`src/rtl/rv32_dmem_responder.sv`:
```
`default_nettype none
// ============================================================================
// Module   : rv32_dmem_responder
// Purpose  : Bridges an RV32 CPU data port to a single-beat backing memory.
//            Aligned requests go to the memory port combinationally in the
//            same cycle. A zero-wait mem_ack completes in that cycle.
//            Otherwise the request is captured and held in WAIT until mem_ack
//            arrives. Misaligned requests never reach memory. They produce a
//            one-cycle err pulse instead.
// Config   : `define DMEM_TIMEOUT_EN to compile in a WAIT-state watchdog.
//            After TIMEOUT WAIT cycles without mem_ack it aborts the access,
//            pulses err and returns ERR_DATA on loads.
// Ports    : clk, rst (async, active-high)
//            CPU side : data_enable, data_read, data_addr[31:0],
//                       data_store[31:0] -> data_fetch[31:0], busy, err
//            Mem side : mem_req, mem_we, mem_addr[29:0], mem_wdata[31:0]
//                       <- mem_rdata[31:0], mem_ack
// Revision : 1.0 - initial release
// ============================================================================
module rv32_dmem_responder #(
  parameter int unsigned TIMEOUT  = 16,
  parameter logic [31:0] ERR_DATA = 32'hDEAD_BEEF
) (
  input  logic        clk,
  input  logic        rst,
  input  logic        data_enable,
  input  logic        data_read,
  input  logic [31:0] data_addr,
  input  logic [31:0] data_store,
  output logic [31:0] data_fetch,
  output logic        busy,
  output logic        err,
  output logic        mem_req,
  output logic        mem_we,
  output logic [29:0] mem_addr,
  output logic [31:0] mem_wdata,
  input  logic [31:0] mem_rdata,
  input  logic        mem_ack
);

  typedef enum logic [0:0] {
    S_IDLE = 1'b0,
    S_WAIT = 1'b1
  } state_t;

  state_t      state_q, state_d;
  logic        rd_q, rd_d;
  logic [29:0] addr_q, addr_d;
  logic [31:0] wdata_q, wdata_d;
  logic [31:0] data_fetch_q, data_fetch_d;
  logic        busy_q, busy_d;
  logic        err_q, err_d;

  logic        w_req;
  logic        w_we;
  logic [29:0] w_addr;
  logic [31:0] w_wdata;
  logic        w_aligned;

  assign w_aligned = (data_addr[1:0] == 2'b00);

`ifdef DMEM_TIMEOUT_EN
  localparam logic [7:0] C_TIMEOUT_LAST = 8'(TIMEOUT - 1);
  logic [7:0] cnt_q, cnt_d;
`else
  // Parameters only matter when the watchdog is compiled in.
  logic w_unused_cfg;
  assign w_unused_cfg = ^{ERR_DATA, 8'(TIMEOUT)};
`endif

  always_comb begin
    state_d      = state_q;
    rd_d         = rd_q;
    addr_d       = addr_q;
    wdata_d      = wdata_q;
    data_fetch_d = data_fetch_q;
    busy_d       = 1'b0;
    err_d        = 1'b0;
    w_req        = 1'b0;
    w_we         = 1'b0;
    w_addr       = '0;
    w_wdata      = '0;
`ifdef DMEM_TIMEOUT_EN
    cnt_d        = cnt_q;
`endif
    case (state_q)
      S_IDLE: begin
        if (data_enable) begin
          if (w_aligned) begin
            w_req   = 1'b1;
            w_we    = ~data_read;
            w_addr  = data_addr[31:2];
            w_wdata = data_store;
            if (mem_ack) begin
              if (data_read) data_fetch_d = mem_rdata;
            end else begin
              rd_d    = data_read;
              addr_d  = data_addr[31:2];
              wdata_d = data_store;
              state_d = S_WAIT;
              busy_d  = 1'b1;
`ifdef DMEM_TIMEOUT_EN
              cnt_d   = '0;
`endif
            end
          end else begin
            // Misaligned: never touches memory, error reported next cycle.
            err_d = 1'b1;
            if (data_read) data_fetch_d = '0;
          end
        end
      end
      S_WAIT: begin
        // CPU inputs are ignored here; the port replays the captured request.
        w_req   = 1'b1;
        w_we    = ~rd_q;
        w_addr  = addr_q;
        w_wdata = wdata_q;
        if (mem_ack) begin
          // A completion wins over a timeout that expires in the same cycle.
          if (rd_q) data_fetch_d = mem_rdata;
          state_d = S_IDLE;
        end else begin
`ifdef DMEM_TIMEOUT_EN
          if (cnt_q == C_TIMEOUT_LAST) begin
            state_d = S_IDLE;
            err_d   = 1'b1;
            if (rd_q) data_fetch_d = ERR_DATA;
          end else begin
            cnt_d  = cnt_q + 8'd1;
            busy_d = 1'b1;
          end
`else
          busy_d = 1'b1;
`endif
        end
      end
    endcase
  end

  always_ff @(posedge clk or posedge rst) begin
    if (rst) begin
      state_q      <= S_IDLE;
      rd_q         <= 1'b0;
      addr_q       <= '0;
      wdata_q      <= '0;
      data_fetch_q <= '0;
      busy_q       <= 1'b0;
      err_q        <= 1'b0;
`ifdef DMEM_TIMEOUT_EN
      cnt_q        <= '0;
`endif
    end else begin
      state_q      <= state_d;
      rd_q         <= rd_d;
      addr_q       <= addr_d;
      wdata_q      <= wdata_d;
      data_fetch_q <= data_fetch_d;
      busy_q       <= busy_d;
      err_q        <= err_d;
`ifdef DMEM_TIMEOUT_EN
      cnt_q        <= cnt_d;
`endif
    end
  end

  // The memory port is combinational, so it is forced quiet while rst is
  // high rather than waiting for the state flops to settle.
  assign mem_req    = w_req & ~rst;
  assign mem_we     = w_we & ~rst;
  assign mem_addr   = rst ? 30'd0 : w_addr;
  assign mem_wdata  = rst ? 32'd0 : w_wdata;
  assign data_fetch = data_fetch_q;
  assign busy       = busy_q;
  assign err        = err_q;

endmodule
`default_nettype wire

```
`config.mk`:
```
export PLATFORM = sky130hd
export DESIGN_NAME = rv32_dmem_responder
export DESIGN_NICKNAME = d
export VERILOG_FILES = /design/src/rtl/rv32_dmem_responder.sv
export SDC_FILE = /design/constraint.sdc
export NUM_CORES = 1
export LEC_CHECK = 0
export ABC_AREA = 1
export CAP_MARGIN = 20
export CORE_ASPECT_RATIO = 1.5
export CORE_MARGIN = 2
export CORE_UTILIZATION = 43
export CTS_CLUSTER_SIZE = 14
export DETAILED_ROUTE_END_ITERATION = 12
export HOLD_SLACK_MARGIN = 0.03
export PLACE_DENSITY = 0.84
export SKIP_LAST_GASP = 1
export SYNTH_ARGS = -nofsm -noshare
export SYNTH_HDL_FRONTEND = slang
export SYNTH_SLANG_ARGS = --single-unit
```
`constraint.sdc`:
```
create_clock -name clk -period 3.5 [get_ports clk]
set_input_delay 0.35 -clock clk [delete_from_list [all_inputs] [get_ports clk]]
set_output_delay 0.35 -clock clk [all_outputs]
set_load 0.02 [all_outputs]
```
# ---- Yosys cells after proc, flatten, opt, wreduce, memory -nomap -nowiden
# Cells that the tools add are included.
dict set report classes {
  n_eq_ne 6
  n_mux 29
  reduce_logical 3
  n_bitwise 7
}
# operator n
set op_table {}
lappend op_table {{two-way mux 32 bit} 10}
lappend op_table {{one-hot mux 32 bit (2 select lines)} 2}
lappend op_table {{two-way mux 30 bit} 3}
lappend op_table {{one-hot mux 30 bit (2 select lines)} 1}
lappend op_table {{two-way mux 1 bit} 10}
lappend op_table {{inequality test 3 bit (second input constant)} 3}
lappend op_table {{inequality test 2 bit (second input constant)} 3}
lappend op_table {{one-hot mux 1 bit (2 select lines)} 3}
lappend op_table {{AND reduction 6 bit} 1}
lappend op_table {{NOT 1 bit} 5}
lappend op_table {{AND reduction 4 bit} 1}
lappend op_table {{bitwise AND 1 bit} 2}
lappend op_table {{logical NOT 2 bit} 1}
dict set report totals {
  in_bits 101
  ff_bits 97
}

# ---- Longest topological paths before layout
dict set report logic_depth {
  depth_word 5
  ltp_mapped 9
}

# ---- Worst setup path after synthesis
# OpenSTA, ideal clock, no wires.
dict set report synth_timing {
  path_type {register -> output}
  start {register, netlist name busy}
  end {output port mem_addr[16]}
  slack_ns 1.571
  required_time_ns 3.150
  arrival_ns 1.579
  path_stages_with_launch 8
  cell_sequence {dfrtp_1 -> inv_2 -> nand2_2 -> nor3_4 -> buf_4 -> buf_6 -> nand2_1 -> a21oi_1}
}
# item line_no
set synth_lines {}
lappend synth_lines {{to (decl)} 35} ;# output logic [29:0] mem_addr,

==> flow_summary.toml <==
[layout]
diodes = 0
layout-drive-gt1-share_pct = 4.24
nets = 922
area_growth_syn_to_layout_pct = 48.8

[synth]
yosys_warnings = 0
yosys-top-cells-area = "dfrtp_1, nand2_1, a21oi_1, o21ai_0, nand3_1"
synthFlopType = "dfrtp_1"
synth-seq-cells = 97
synth_common_cells = "nand2_1, dfrtp_1, a21oi_1"
syn_area_um2 = 4790
syn_area_per_cell_um2 = 7.40
synth_cell_types = 18
synth.top_cell.area_share_pct = 50.7
yosysTopAreaCell = "dfrtp_1"
synth_edf_count = 0
synth_cells = 647
postSynth.asyncResetShare_pct = 100
seq_area_frac_synth_pct = 50.7
synth.most_common_cell = "nand2_1"
synth_nets = 748

[power]
p_leak_nw = 3.19
p_per_area_nw_per_um2 = 455
ir_worst_vdd_uv = 237

[sta]
rsz0062_at_grt = "false"
timing.hold.ws_ns = 0.479
max_slew.worst_pin.slew_ns = 0.995
relSlewSlack_pct = 33.6
clock_skew_ns = 0.00595
fmax_mhz = 360
hold_violations = 0
tns_ns = 0
setup_viol = 0
slew_violations = 0
finalCriticalPeriod_ns = 2.78
fin_crit_sh_pct = 79.3

[clock_tree]
cts_tree = "built"
cts-resized-gates = 0
cts_max_path_buffers = 2
clock_sinks = 97
clockRootBuffer = "clkbuf_16"
cts_buffers = 9
clk_pin_slew_ns = 0.07
clk_latency_ns = 0.35
postCtsHoldBufs = 0
post_cts_buffers = 0
htree_levels = 3

[detailed_routing]
dr.first_iter.drc_count = 202
drc_errors = 0
ant_nets = 0
vias_per_cell = 4.98
firstDrtPassIters = 5
wl_per_cell_um = 14.1
wl_um = 13700
vias = 4846

[floorplanning]
die_area_um2 = 12000
start_util_pct = 43.8
core_um2 = 10900
ios = 199
die_x_um = 90.2
die_height_um = 133
num_rows = 47

[critical_path]
crit_chain = "inv_2 -> nand2_2 -> nor3_4 -> buf_12 -> nand2_1 -> a21oi_1 -> clkdlybuf4s50_1"
startpoint_type = "flop"
crit_arrival_ns = 2.43
cp_num_buf_inv = 3
critPathTopFamily = "buffers and inverters"
worstSetupPathType = "reg2out"
cpPeakStageDelay_ns = 0.66
endpoint_kind = "primary output"
worstPathRequired_ns = 3.15
slowest_stage = "clkdlybuf4s50_1"
worstPathMaxFanout = 59

[global_route]
grt_max_degree = 69
antenna_found_initial = 0
grt_overflow = 0
grt_usage_pct = 23.0
grt_pass1_wl_um = 22600
grt_pass1_vias = 4619

[job]
cap_violations = 0

[hold_path]
hold_path.class = "reg2reg"

[placed_design]
dp_hpwl_um = 9250
port_buffers = 198
place.gp.congestion = 0.797

[run_status]
run_status = "complete, no violations"
-- layout make-up --
| class | count | area [um^2] |
|---|---|---|
| clock inverters | 7 | 92.6 |
| inverters | 39 | 149 |
| multi-input cells | 466 | 1980 |
| clock buffers | 9 | 225 |
| flip-flops and latches | 97 | 2430 |
| repair buffers | 208 | 2070 |
| well taps | 147 | 184 |
| fillers | 938 | 3810 |
-- layer usage --
layer / track usage [%] / wire [um]
met1: 28.3 / 5580
met3: 5.15 / 873
met4: 8.38 / 320
met5: 0 / 0
met2: 39.7 / 6950
-- tightest hold or removal path, delay by kind of cell (launching register included) --
kind	cells	cell delay, ns
flops	1	0.34
simple gates	2	0.11
-- cell families after synthesis --
group | Yosys count | share of synthesized area [%]
AOI/OAI and AO/OA | 130 | 13.6
DFF | 97 | 50.7
buffers and inverters | 84 | 8.07
and+or+nand+nor | 336 | 27.6
-- state kept, by name, indices dropped and copies added, names as in the netlist --
register	cells
data_fetch	32
wdata_q	32
addr_q	30
busy	1
err	1
rd_q	1
-- stage by stage --
stage / setup WS (ns) / power [mW] / instance area [um^2] / instances / utilization (%)
2_1_floorplan: 0.215 / 1.83 / 4790 / 647 / -
3_3_place_gp: 0.767 / 2.19 / 6790 / 956 / 62.1
3_5_place_dp: 0.743 / 2.21 / 6790 / 956 / 62.1
4_1_cts: 0.704 / 3.27 / 7110 / 972 / 65.0
5_1_grt: 0.598 / 3.41 / 7130 / 973 / 65.2
6_report: 0.725 / 3.24 / 7130 / 973 / 65.2
-- power by group --
part | total (mW) | switching, mW | internal, mW
logic | 0.761 | 0.403 | 0.358
clock network | 1.06 | 0.433 | 0.628
registers | 1.42 | 0.106 | 1.32
-- final timing paths --
check | start | to | slack (ns) | depth (start not counted)
max | busy$_DFF_PP0_ | mem_addr[26] | 0.72 | 7
min | data_fetch[14]$_DFFE_PP0P_ | data_fetch[14]$_DFFE_PP0P_ | 0.48 | 2
max in group asynchronous | rst | addr_q[8]$_DFFE_PP0P_ | 2.23 | 3
min in group asynchronous | rst | addr_q[12]$_DFFE_PP0P_ | 0.49 | 2
max reg2reg | busy$_DFF_PP0_ | data_fetch[3]$_DFFE_PP0P_ | 1.36 | 7
min reg2reg | data_fetch[14]$_DFFE_PP0P_ | data_fetch[14]$_DFFE_PP0P_ | 0.48 | 2
-- cells in the final DEF, fill, tap and decap left out, drive strengths merged --
cell type	synthesis	layout
clkdlybuf4s50	0	196
o21ai	66	66
a21oi	63	63
clkbuf	18	9
dfrtp	97	97
nor3	1	1
nand2	260	260
nand3	36	36
inv	39	41
nor2	39	39
buf	27	12
bufinv	0	2
o21a	1	1
clkinv	0	3
Note: power is estimated with default switching activity, not from simulation.
